$ cat src/rtl/div_pkg.sv
// Shared types and constants for the sequential non-restoring divider.
package div_pkg;

    typedef enum logic [1:0] {
        IDLE = 2'd0,
        ITER = 2'd1,
        FIX  = 2'd2
    } div_state_t;

    // Counter must reach WIDTH-1; sized generously to hold WIDTH itself.
    function automatic int cnt_width(input int width);
        return $clog2(width + 1);
    endfunction

    // Quotient reported on divide-by-zero; sliced to WIDTH at the use site.
    localparam logic [127:0] DZ_QUOTIENT = '1;

endpackage

$ cat src/rtl/div_nr_step.sv
// One non-restoring division step: shift in the next dividend bit, then add or
// subtract the divisor depending on the sign of the current partial remainder.
module div_nr_step #(
    parameter int WIDTH = 32
) (
    input  logic [WIDTH:0]   rem,
    input  logic             quo_msb,
    input  logic [WIDTH-1:0] divisor,
    output logic [WIDTH:0]   rem_next,
    output logic             q_bit
);

    logic [WIDTH:0] shifted;

    assign shifted  = {rem[WIDTH-1:0], quo_msb};
    assign rem_next = rem[WIDTH] ? (shifted + {1'b0, divisor})
                                 : (shifted - {1'b0, divisor});
    assign q_bit    = ~rem_next[WIDTH];

endmodule

$ cat src/rtl/div_seq.sv
// Multi-cycle signed/unsigned integer divider (DIV/DIVU), one quotient bit per
// clock, with divide-by-zero flag and single-cycle done pulse.
module div_seq
    import div_pkg::*;
#(
    parameter int WIDTH = 32
) (
    input  logic             clock,
    input  logic             reset,
    input  logic             start,
    input  logic             is_signed,
    input  logic [WIDTH-1:0] dividend,
    input  logic [WIDTH-1:0] divisor,
    output logic [WIDTH-1:0] q,
    output logic [WIDTH-1:0] r,
    output logic             busy,
    output logic             done,
    output logic             div_zero
);

    localparam int             CW   = cnt_width(WIDTH);
    localparam logic [CW-1:0]  LAST = CW'(WIDTH - 1);

    div_state_t       state_reg, state_next;
    logic [CW-1:0]    cnt_reg;
    logic [WIDTH:0]   rem_reg;
    logic [WIDTH-1:0] quo_reg;
    logic [WIDTH-1:0] dvs_reg;
    logic             signed_reg, neg_a_reg, neg_b_reg, zero_reg;
    logic [WIDTH-1:0] q_reg, r_reg;
    logic             done_reg, div_zero_reg;

    logic             divisor_zero;
    logic [WIDTH-1:0] a_mag, b_mag;
    logic [WIDTH:0]   step_rem;
    logic             step_q;
    logic [WIDTH-1:0] r_mag, q_fin, r_fin;

    // Operand conditioning: magnitudes are taken modulo 2^WIDTH, so |MIN| stays exact.
    assign divisor_zero = (divisor == '0);
    assign a_mag = (is_signed && dividend[WIDTH-1]) ? -dividend : dividend;
    assign b_mag = (is_signed && divisor[WIDTH-1])  ? -divisor  : divisor;

    div_nr_step #(.WIDTH(WIDTH)) u_step (
        .rem      (rem_reg),
        .quo_msb  (quo_reg[WIDTH-1]),
        .divisor  (dvs_reg),
        .rem_next (step_rem),
        .q_bit    (step_q)
    );

    // Final remainder correction only needs the low WIDTH bits: the result lies in [0, divisor).
    assign r_mag = rem_reg[WIDTH] ? (rem_reg[WIDTH-1:0] + dvs_reg) : rem_reg[WIDTH-1:0];
    assign q_fin = (signed_reg && (neg_a_reg ^ neg_b_reg)) ? -quo_reg : quo_reg;
    assign r_fin = (signed_reg && neg_a_reg) ? -r_mag : r_mag;

    always_ff @(posedge clock or posedge reset) begin
        if (reset) begin
            state_reg <= IDLE;
        end else begin
            state_reg <= state_next;
        end
    end

    always_comb begin
        state_next = state_reg;
        case (state_reg)
            IDLE:    if (start) state_next = divisor_zero ? FIX : ITER;
            ITER:    if (cnt_reg == LAST) state_next = FIX;
            FIX:     state_next = IDLE;
            default: state_next = IDLE;
        endcase
    end

    always_comb begin
        busy = (state_reg != IDLE);
    end

    always_ff @(posedge clock or posedge reset) begin
        if (reset) begin
            cnt_reg      <= '0;
            rem_reg      <= '0;
            quo_reg      <= '0;
            dvs_reg      <= '0;
            signed_reg   <= 1'b0;
            neg_a_reg    <= 1'b0;
            neg_b_reg    <= 1'b0;
            zero_reg     <= 1'b0;
            q_reg        <= '0;
            r_reg        <= '0;
            done_reg     <= 1'b0;
            div_zero_reg <= 1'b0;
        end else begin
            done_reg <= 1'b0;
            case (state_reg)
                IDLE: begin
                    if (start) begin
                        signed_reg <= is_signed;
                        neg_a_reg  <= dividend[WIDTH-1];
                        neg_b_reg  <= divisor[WIDTH-1];
                        rem_reg    <= '0;
                        cnt_reg    <= '0;
                        // On divide-by-zero the raw dividend rides in quo_reg to become r.
                        quo_reg    <= divisor_zero ? dividend : a_mag;
                        dvs_reg    <= b_mag;
                        zero_reg   <= divisor_zero;
                    end
                end
                ITER: begin
                    rem_reg <= step_rem;
                    quo_reg <= {quo_reg[WIDTH-2:0], step_q};
                    cnt_reg <= cnt_reg + CW'(1);
                end
                FIX: begin
                    done_reg     <= 1'b1;
                    div_zero_reg <= zero_reg;
                    if (zero_reg) begin
                        q_reg <= DZ_QUOTIENT[WIDTH-1:0];
                        r_reg <= quo_reg;
                    end else begin
                        q_reg <= q_fin;
                        r_reg <= r_fin;
                    end
                end
                default: ;
            endcase
        end
    end

    assign q        = q_reg;
    assign r        = r_reg;
    assign done     = done_reg;
    assign div_zero = div_zero_reg;

endmodule

$ cat config.mk
export PLATFORM = sky130hd
export DESIGN_NAME = div_seq
export DESIGN_NICKNAME = d
export VERILOG_FILES = /design/src/rtl/div_pkg.sv /design/src/rtl/div_nr_step.sv /design/src/rtl/div_seq.sv
export SDC_FILE = /design/constraint.sdc
export NUM_CORES = 1
export LEC_CHECK = 0
export CAP_MARGIN = 30
export CORE_ASPECT_RATIO = 1.4
export CORE_UTILIZATION = 50
export DETAILED_ROUTE_END_ITERATION = 8
export HOLD_SLACK_MARGIN = 0.12
export PLACE_DENSITY = 0.76
export REMOVE_ABC_BUFFERS = 1
export SYNTH_ARGS = -nofsm -noshare
export SYNTH_HDL_FRONTEND = slang
export SYNTH_SLANG_ARGS = --single-unit
$ cat constraint.sdc
create_clock -name clock -period 5.65 [get_ports clock]
set_clock_uncertainty 0.05 [all_clocks]
set_input_delay 1.13 -clock clock [delete_from_list [all_inputs] [get_ports clock]]
set_output_delay 1.13 -clock clock [all_outputs]
set_load 0.02 [all_outputs]
Word-level counts from Yosys, hierarchy flattened
Index checks and enable logic that the tools add are counted.
{ "word_totals": {"regBits": 175, "in_bits": 68, "wordCells": 59} }
{ "op_classes": {"addsub": 8, "n_eq_ne": 5, "muxes": 20, "bitwise": 2, "reduce_logical": 11} }
{ "ops": {"columns": ["operator", "n"], "rows": [
  ["32-bit two-way mux", 9],
  ["32-bit negator", 4],
  ["33-bit two-way mux", 2],
  ["33-bit one-hot mux with 2 select lines", 1],
  ["32-bit one-hot mux with 2 select lines", 1],
  ["33-bit by 32-bit adder with 33-bit output", 1],
  ["33-bit by 32-bit subtractor with 33-bit output", 1],
  ["32-bit adder", 1],
  ["32-bit logical NOT", 1],
  ["6-bit one-hot mux with 2 select lines", 1],
  ["6-bit by 1-bit adder with 6-bit output, second input constant", 1],
  ["6-bit by 5-bit equality test with 1-bit output, second input constant", 1],
  ["2-bit two-way mux", 3],
  ["6-bit two-way mux", 1],
  ["2-bit AND reduction", 3],
  ["1-bit logical AND", 4],
  ["2-bit inequality test, second input constant", 2],
  ["2-bit one-hot mux with 2 select lines", 1],
  ["2-bit nonzero test", 2],
  ["2-bit by 1-bit equality test with 1-bit output, second input constant", 1],
  ["2-bit equality test, second input constant", 1],
  ["2-bit logical NOT", 1],
  ["1-bit two-way mux", 1],
  ["1-bit NOT", 1],
  ["1-bit XOR", 1]
]} }

Depth between registers and ports, before layout
Gate-level depths: netlist of run 1.
{ "depth": {"ltp_word": 5, "mapped_depth": 22} }

Cells and area by module
From an unflattened synthesis of run 1, not the netlist that was laid out.
{ "unflattened": {"cells_unflattened": 1740, "area_unflattened_um2": 14151.1} }
{ "modules_own_cells": {"columns": ["module", "instances", "cells_per_inst", "area_per_inst_um2"], "rows": [
  ["div_seq", 1, 1414, 11841.4],
  ["div_nr_step", 1, 326, 2309.7]
]} }

Least setup slack after synthesis of run 1
OpenSTA, ideal clock, no wires.
{ "synth_path": {"path_kind": "register -> register", "from": "register rem_reg[32]", "to": "register quo_reg[0]", "setup_time_ns": 0.095, "t_arrival_ns": 4.998, "setup_slack_ns": 0.507, "path_stages_with_launch": 22, "path_cell_list": "dfrtp_1 -> buf_2 -> buf_1 -> buf_1 -> clkbuf_1 -> buf_1 -> clkbuf_1 -> buf_1 -> nor2_1 -> xnor2_1 -> ha_1 -> a211oi_1 -> o21ai_0 -> or4b_2 -> o211ai_1 -> o21ai_0 -> a21oi_1 -> o41ai_1 -> o21ai_0 -> xnor2_1 -> nor2_1 -> o31ai_1"} }
{ "synth_via": {"elab_chain_len": 3} }
{ "synth_lines": {"columns": ["item", "line", "text"], "rows": [
  ["start: declaration", "div_seq.sv:26", "logic [WIDTH:0] rem_reg;"],
  ["start signal: assignment", "div_seq.sv:110", "rem_reg <= step_rem;"],
  ["33-bit two-way mux", "div_nr_step.sv:16", "assign rem_next = rem[WIDTH] ? (shifted + {1'b0, divisor})"],
  ["1-bit NOT", "div_nr_step.sv:18", "assign q_bit = ~rem_next[WIDTH];"],
  ["32-bit one-hot mux with 2 select lines", "div_seq.sv:95", "case (state_reg)"],
  ["end signal: assignment", "div_seq.sv:104", "quo_reg <= divisor_zero ? dividend : a_mag;"],
  ["end signal: assignment", "div_seq.sv:111", "quo_reg <= {quo_reg[WIDTH-2:0], step_q};"],
  ["end: declaration", "div_seq.sv:27", "logic [WIDTH-1:0] quo_reg;"]
]} }
No other way between the ends.
A chain may end at the register's enable or synchronous reset.

Final worst setup path of run 1
{ "layout_path": {"from": "register dvs_reg[7]", "to": "register quo_reg[0]"} }
{ "layout_via": {"elab_chain_len": 4, "elab_cells_between_ends": 5, "classes_between": "2 x add/sub; 2 x mux; 1 x bitwise"} }
{ "layout_lines": {"columns": ["item", "line", "text"], "rows": [
  ["start: declaration", "div_seq.sv:28", "logic [WIDTH-1:0] dvs_reg;"],
  ["start signal: assignment", "div_seq.sv:105", "dvs_reg <= b_mag;"],
  ["33-bit by 32-bit subtractor with 33-bit output or 33-bit by 32-bit adder with 33-bit output (tied branches)", "div_nr_step.sv:17, div_nr_step.sv:16", null],
  ["33-bit two-way mux (*)", "div_nr_step.sv:16", null],
  ["1-bit NOT (*)", "div_nr_step.sv:18", null],
  ["32-bit one-hot mux with 2 select lines (*)", "div_seq.sv:95", null]
]} }
Every way passes the cells marked *; elsewhere a longest branch is shown, timed or not.

==> impl_metrics.json, run 1 <==
{
  "synth_edf_count": 0,
  "ys_seq_area_share_pct": 31.3,
  "cp.buffers_inverters": 0,
  "antenna_found_initial": 0,
  "routedWlPerCell_um": 18.0,
  "setup_viol": 0,
  "hold_buffers": 0,
  "hpwlAfterDp_um": 30400,
  "rsz0062_at_grt": "false",
  "grt_max_degree": 71,
  "worst_setup_path_start_kind": "register",
  "fin_crit_ns": 4.99,
  "critPathMaxFanout": 6,
  "cpMostUsedCell": "o21ai_0",
  "fillers": 2592,
  "worst_pin_slew_ns": 0.855,
  "postRouteWirelength_um": 39900,
  "ys_ff_latch": 175,
  "grt_pass1_vias": 13054,
  "cts_sinks": 175,
  "cp_cell_sequence": "or3_1 > nor3_1 > nor3b_1 > nand2_1 > nor2_1 > a21oi_1 > xor2_1 > ha_1 > a211oi_1 > o21ai_0 > or4b_2 > o211ai_1 > o21ai_0 > a21oi_1 > o41ai_1 > o21ai_0 > xnor2_1 > nor2_1 > o31ai_1",
  "chipHeight_um": 200,
  "root_buffer": "clkbuf_16",
  "layout_common_cells": "207 x nand2_1, 181 x a21oi_1, 174 x o21ai_0",
  "grt_overflow": 0,
  "ctsResizeCount": 0,
  "multi_input_area_um2": 9090,
  "num_antenna_cells": 0,
  "cts_max_level": 4,
  "worst_skew_pair.late_latency_ns": 0.46,
  "top_layer": "met4",
  "largest_reg_flops": 33,
  "status": "complete, no violations",
  "crit_slowest_cell": "or4b_2",
  "regArea_um2": 4380,
  "hold_viol": 0,
  "utilization_pct": 59.3,
  "cts_made_buffers": 17,
  "drc_errors": 0,
  "end_kind": "register",
  "yosys.area_share.xor_xnor_pct": 11.8,
  "synthSimpleGateAreaFrac_pct": 19.2,
  "die_w_um": 143,
  "critPathKind": "register to register",
  "p_leak_uw": 0.00668,
  "detail_route.wirelength.met1_um": 15800,
  "syn_inst": 1755,
  "design_power_total_uw": 11800,
  "die-area_um2": 28700,
  "num_rows": 72,
  "met3WireLength_um": 2140,
  "io_buffers": 134,
  "start_util_pct": 50.8,
  "gp_congestion": 0.914,
  "path_clk_slew_ns": 0.07,
  "synth-compound-area-share_pct": 26.5,
  "tritoncts": "done",
  "tns_ns": 0,
  "critical-path-max-stage-delay_ns": 0.63,
  "dp_cells": 2192,
  "core_um2": 27600,
  "fin_nets": 1980,
  "grt_pass1_wl_um": 64900,
  "met2_length_um": 20600,
  "io_pins": 135,
  "vias": 13415,
  "drtPass1Iterations": 7,
  "clockBufferDepth": 2,
  "synthAdderAreaFrac_pct": 6.46,
  "final_cells": 2223,
  "required_ns": 5.97,
  "cp_data_arrival_time_ns": 5.31,
  "slew_headroom_pct": 42.8,
  "ys_types": 82,
  "syn_area_um2": 14000,
  "maxCapViolations": 0,
  "synthMuxAreaShare_pct": 0.867,
  "report.final.slew_viol_count": 0,
  "ys.flop_type": "dfrtp_1",
  "postCtsSetupRepairBufs": 0,
  "final_common_cell": "nand2_1",
  "synthArstFlopShare_pct": 100,
  "via_per_inst": 6.03,
  "grtUsageTotal_pct": 28.7,
  "syn2layout_area_growth_pct": 16.8,
  "antenna_left": 0,
  "drive_above_1_share_pct": 5.23,
  "synth_top_family_by_area": "compound AO/OA/AOI/OAI gates",
  "drt_iter0_markers": 919,
  "critPathTopFamily": "simple AND/OR/NAND/NOR gates",
  "max_freq_mhz": 200,
  "ys_warn_count": 0,
  "period_share_pct": 88.3,
  "hold_path_class": "register to register",
  "synth.avg_cell_area_um2": 7.97,
  "whs_ns": 0.435,
  "power_density_nw_per_um2": 722,
  "ir_drop_v": 0.000326
}
## path summary, 6_finish.rpt
check | end | cells after the start | start | slack, ns
setup / recovery | quo_reg[0] | 19 | dvs_reg[7] | 0.66
hold reg to reg | q[0] | 2 | q[0] | 0.43
max in group asynchronous | q[25] | 3 | reset | 3.47
hold / removal | q[0] | 2 | q[0] | 0.43
min in group asynchronous | q[1] | 2 | reset | 1.11
setup reg to reg | quo_reg[0] | 19 | dvs_reg[7] | 0.66
## metal layers
layer | global-route usage, % | vias up
met2 | 52.0 | 443
met4 | 13.4 | 0
met5 | 0 | -
met3 | 4.06 | 106
met1 | 33.0 | 6316
li1 | - | 6550
## worst min-delay path: cells and delay by family, from the launching register on
family,cells,cell delay [ns]
flops,1,0.36
simple gates,2,0.10
## synthesized netlist by cell type (12+ instances only)
library cell | instances | area share (%)
o31ai_1 | 29 | 1.6
nor4_1 | 12 | 0.54
xnor2_1 | 92 | 5.8
a211oi_1 | 14 | 0.75
nand3_1 | 17 | 0.61
nor3_1 | 39 | 1.4
xor2_1 | 96 | 6.0
nand2b_1 | 16 | 0.72
or4_1 | 15 | 0.80
a21oi_1 | 181 | 6.5
and3_1 | 12 | 0.54
a31oi_1 | 19 | 0.85
dfrtp_1 | 175 | 31
a21o_1 | 32 | 1.7
nor2_1 | 142 | 3.8
nand2_1 | 208 | 5.6
ha_1 | 69 | 6.2
o21a_1 | 14 | 0.75
clkbuf_1 | 84 | 2.3
or3_1 | 22 | 0.98
o21ai_0 | 174 | 6.2
inv_1 | 45 | 1.2
o22ai_1 | 48 | 2.1
## cell type report
| class | instances | share of cell area (%) |
|---|---|---|
| clock buffer | 20 | 2.86 |
| clock inverter | 11 | 1.08 |
| inverter | 47 | 1.11 |
| multi-input combinational | 1436 | 55.6 |
| sequential | 175 | 26.8 |
| tap | 370 | 2.83 |
| timing repair buffer | 164 | 9.68 |
## stage by stage
stage / area (um2) / worst slack (ns)
floorplan: 13600 / -0.275
global placement: 15700 / 0.585
detailed placement: 15700 / 0.447
CTS: 16300 / 0.729
global route: 16300 / 0.327
finish: 16300 / 0.662
## cells by family (layout without fill, tap and decap cells)
kind of cell | after synthesis | in the layout
flops | 175 | 175
fa+ha+maj | 71 | 71
simple gates | 557 | 557
xor+xnor | 188 | 188
mux | 12 | 12
compound gates | 608 | 608
buf+inv | 144 | 242
## where the power goes
part           internal (uW)  switching, uW
logic                   3400           4630
clock network            779            531
registers               1730            735
Note: power is estimated with default switching activity, not from simulation.
==> run 2, diff against run 1 <==
--- a/config.mk
+++ b/config.mk
@@ -7,10 +7,10 @@
 export LEC_CHECK = 0
 export CAP_MARGIN = 30
 export CORE_ASPECT_RATIO = 1.4
-export CORE_UTILIZATION = 50
+export CORE_UTILIZATION = 53
 export DETAILED_ROUTE_END_ITERATION = 8
 export HOLD_SLACK_MARGIN = 0.12
-export PLACE_DENSITY = 0.76
+export PLACE_DENSITY = 0.8
 export REMOVE_ABC_BUFFERS = 1
 export SYNTH_ARGS = -nofsm -noshare
 export SYNTH_HDL_FRONTEND = slang
==> run 2 against run 1 <==
Non-clock buffer count fell by 4. Global-route usage rose by 0.56 points. Register-to-register slack barely moved. Final cell count fell by 2.2%. Maximum frequency rose by 0.14%. Design area fell by 0.44%. Flip-flop and latch count did not move. Clock-buffer cell count fell by 1. Highest routed layer unchanged. Hold slack got worse by 0.0086 ns. Utilization rose by 3.3 points.
==> impl_metrics.json, run 2 (synthesized netlist as in run 1, its figures left out) <==
{
  "tritoncts": "done",
  "pwr-share-seq_pct": 21.3,
  "die_w_um": 139,
  "final_common_cell": "nand2_1",
  "num_antenna_cells": 0,
  "worst_skew_pair.late_latency_ns": 0.45,
  "root_buffer": "clkbuf_16",
  "drtPass1Iterations": 5,
  "reg2reg_slack_ns": 0.67,
  "fin_nets": 1976,
  "slew_headroom_pct": 32.2,
  "worst_setup_path_start_kind": "register",
  "via_per_inst": 6.18,
  "pre_cts_slack_ns": 0.501,
  "period_share_pct": 88.2,
  "p_leak_uw": 0.00665,
  "worst_pin_slew_ns": 1.01,
  "antenna_found_initial": 0,
  "antenna_left": 0,
  "grt_max_degree": 107,
  "drive_above_1_share_pct": 5.03,
  "cpMostUsedCell": "o21ai_0",
  "switchingPower_uw": 5840,
  "rr_endpoint": "quo_reg[0]",
  "critPathMaxFanout": 6,
  "routedWlPerCell_um": 17.9,
  "r2r_cells": 19,
  "required_ns": 5.95,
  "core_um2": 26000,
  "power_frac_comb_pct": 67.9,
  "p_clk_share_pct": 10.8,
  "fin_ws_ns": 0.669,
  "io_buffers": 134,
  "ctsResizeCount": 0,
  "cp_data_arrival_time_ns": 5.28,
  "start_util_pct": 53.8,
  "ir_drop_v": 0.000320,
  "sw_frac_of_total_pct": 50.0,
  "cp.buffers_inverters": 0,
  "status": "complete, no violations",
  "gp_congestion": 0.941,
  "crit_slowest_cell": "or4b_2",
  "num_rows": 70,
  "grt_pass1_wl_um": 63800,
  "critPathTopFamily": "simple AND/OR/NAND/NOR gates",
  "postRouteWirelength_um": 39000,
  "postCtsSetupRepairBufs": 0,
  "cts_max_level": 4,
  "setup_viol": 0,
  "grt_overflow": 0,
  "critical-path-max-stage-delay_ns": 0.64,
  "final_cells": 2174,
  "maxCapViolations": 0,
  "io_pins": 135,
  "timing.rr.start": "dvs_reg[7]",
  "layout_common_cells": "207 x nand2_1, 181 x a21oi_1, 174 x o21ai_0",
  "max_freq_mhz": 201,
  "hpwlAfterDp_um": 29300,
  "drc_errors": 0,
  "utilization_pct": 62.5,
  "end_kind": "register",
  "chipHeight_um": 194,
  "cp.depth": 19,
  "clockBufferDepth": 2,
  "vias": 13438,
  "cts_sinks": 175,
  "critPathKind": "register to register",
  "hold_path_class": "register to register",
  "grt_pass1_vias": 12922,
  "path_clk_slew_ns": 0.07,
  "cts_made_buffers": 17,
  "design_power_total_uw": 11700,
  "grtUsageTotal_pct": 29.2,
  "dp_cells": 2141,
  "die-area_um2": 27100,
  "internal_power_uw": 5840,
  "report.final.slew_viol_count": 0,
  "fin_crit_ns": 4.98,
  "crit_start": "dvs_reg[7]",
  "power_density_nw_per_um2": 718,
  "syn2layout_area_growth_pct": 16.3,
  "drt_iter0_markers": 897,
  "largest_reg_flops": 33,
  "rsz0062_at_grt": "false",
  "hold_viol": 0,
  "hold_buffers": 0,
  "cp_cell_sequence": "or3_1 > nor3_1 > nor3b_1 > nand2_1 > nor2_1 > a21oi_1 > xor2_1 > ha_1 > a211oi_1 > o21ai_0 > or4b_2 > o211ai_1 > o21ai_0 > a21oi_1 > o41ai_1 > o21ai_0 > xnor2_1 > nor2_1 > o31ai_1",
  "crit_end": "quo_reg[0]"
}
[run 2: cell types whose count changed in the layout (fill, tap and decap cells not counted), moves of 2 or more]
| cell | previous run | this run |
|---|---|---|
| clkinvlp_4 | 1 | 4 |
| clkbuf_8 | 3 | 1 |
| buf_8 | 2 | 0 |
| buf_4 | 28 | 23 |
| inv_8 | 0 | 2 |
| buf_16 | 0 | 2 |
| inv_6 | 5 | 3 |
[run 2: per-stage QoR]
step	setup TNS, ns	hold WS (ns)	cell area (um2)
3_5_place_dp	0	0.417	15600
2_1_floorplan	-48.16	0.416	13600
6_report	0	0.426	16300
5_1_grt	0	0.460	16300
3_3_place_gp	0	0.406	15600
4_1_cts	0	0.433	16200
[run 2: final cells by class]
class	count	area (um2)
clock inverters	13	178
repair buffers	160	1590
multi-input cells	1436	9090
well taps	324	405
inverters	47	181
flip-flops and latches	175	4380
fillers	2294	9740
clock buffers	19	443
[run 2: worst reg2reg max path, cell delays in order (launching register included)]
cell and delay (ns):
dfrtp_1 0.44, or3_1 0.41, nor3_1 0.26, nor3b_1 0.27, nand2_1 0.10, nor2_1 0.20, a21oi_1 0.11, xor2_1 0.19
ha_1 0.35, a211oi_1 0.23, o21ai_0 0.15, or4b_2 0.64, o211ai_1 0.25, o21ai_0 0.13, a21oi_1 0.26, o41ai_1 0.14
o21ai_0 0.21, xnor2_1 0.16, nor2_1 0.09, o31ai_1 0.26
[run 2: power by group through the flow]
stage | clock, uW | sequential, uW | combinational (uW)
finish | 1260 | 2490 | 7940
detailed placement | 0 | 2480 | 7800
CTS | 1270 | 2460 | 7860
global route | 1310 | 2560 | 8840
global placement | 0 | 2460 | 7620
floorplan | 0 | 2290 | 6150
[run 2: how the worst min path moves through the flow]
stage                     startpoint         to  slack, ns  cells past startpoint
final                           r[7]       r[7]       0.43                      2
after global routing            q[0]       q[0]       0.46                      2
after CTS                       r[7]       r[7]       0.43                      2
after detailed placement        q[0]       q[0]       0.42                      2
after global placement          q[0]       q[0]       0.41                      2
after floorplan            neg_b_reg  neg_b_reg       0.42                      2
[run 2: layer usage]
| metal | wire length [um] | global-route usage, % | share of wire, % | vias to the layer above |
|---|---|---|---|---|
| li1 | - | - | - | 6524 |
| met1 | 15800 | 34.3 | 41 | 6397 |
| met2 | 20200 | 53.5 | 52 | 432 |
| met3 | 1710 | 3.24 | 4.4 | 85 |
| met4 | 1300 | 12.4 | 3.3 | 0 |
| met5 | 0 | 0 | 0 | - |
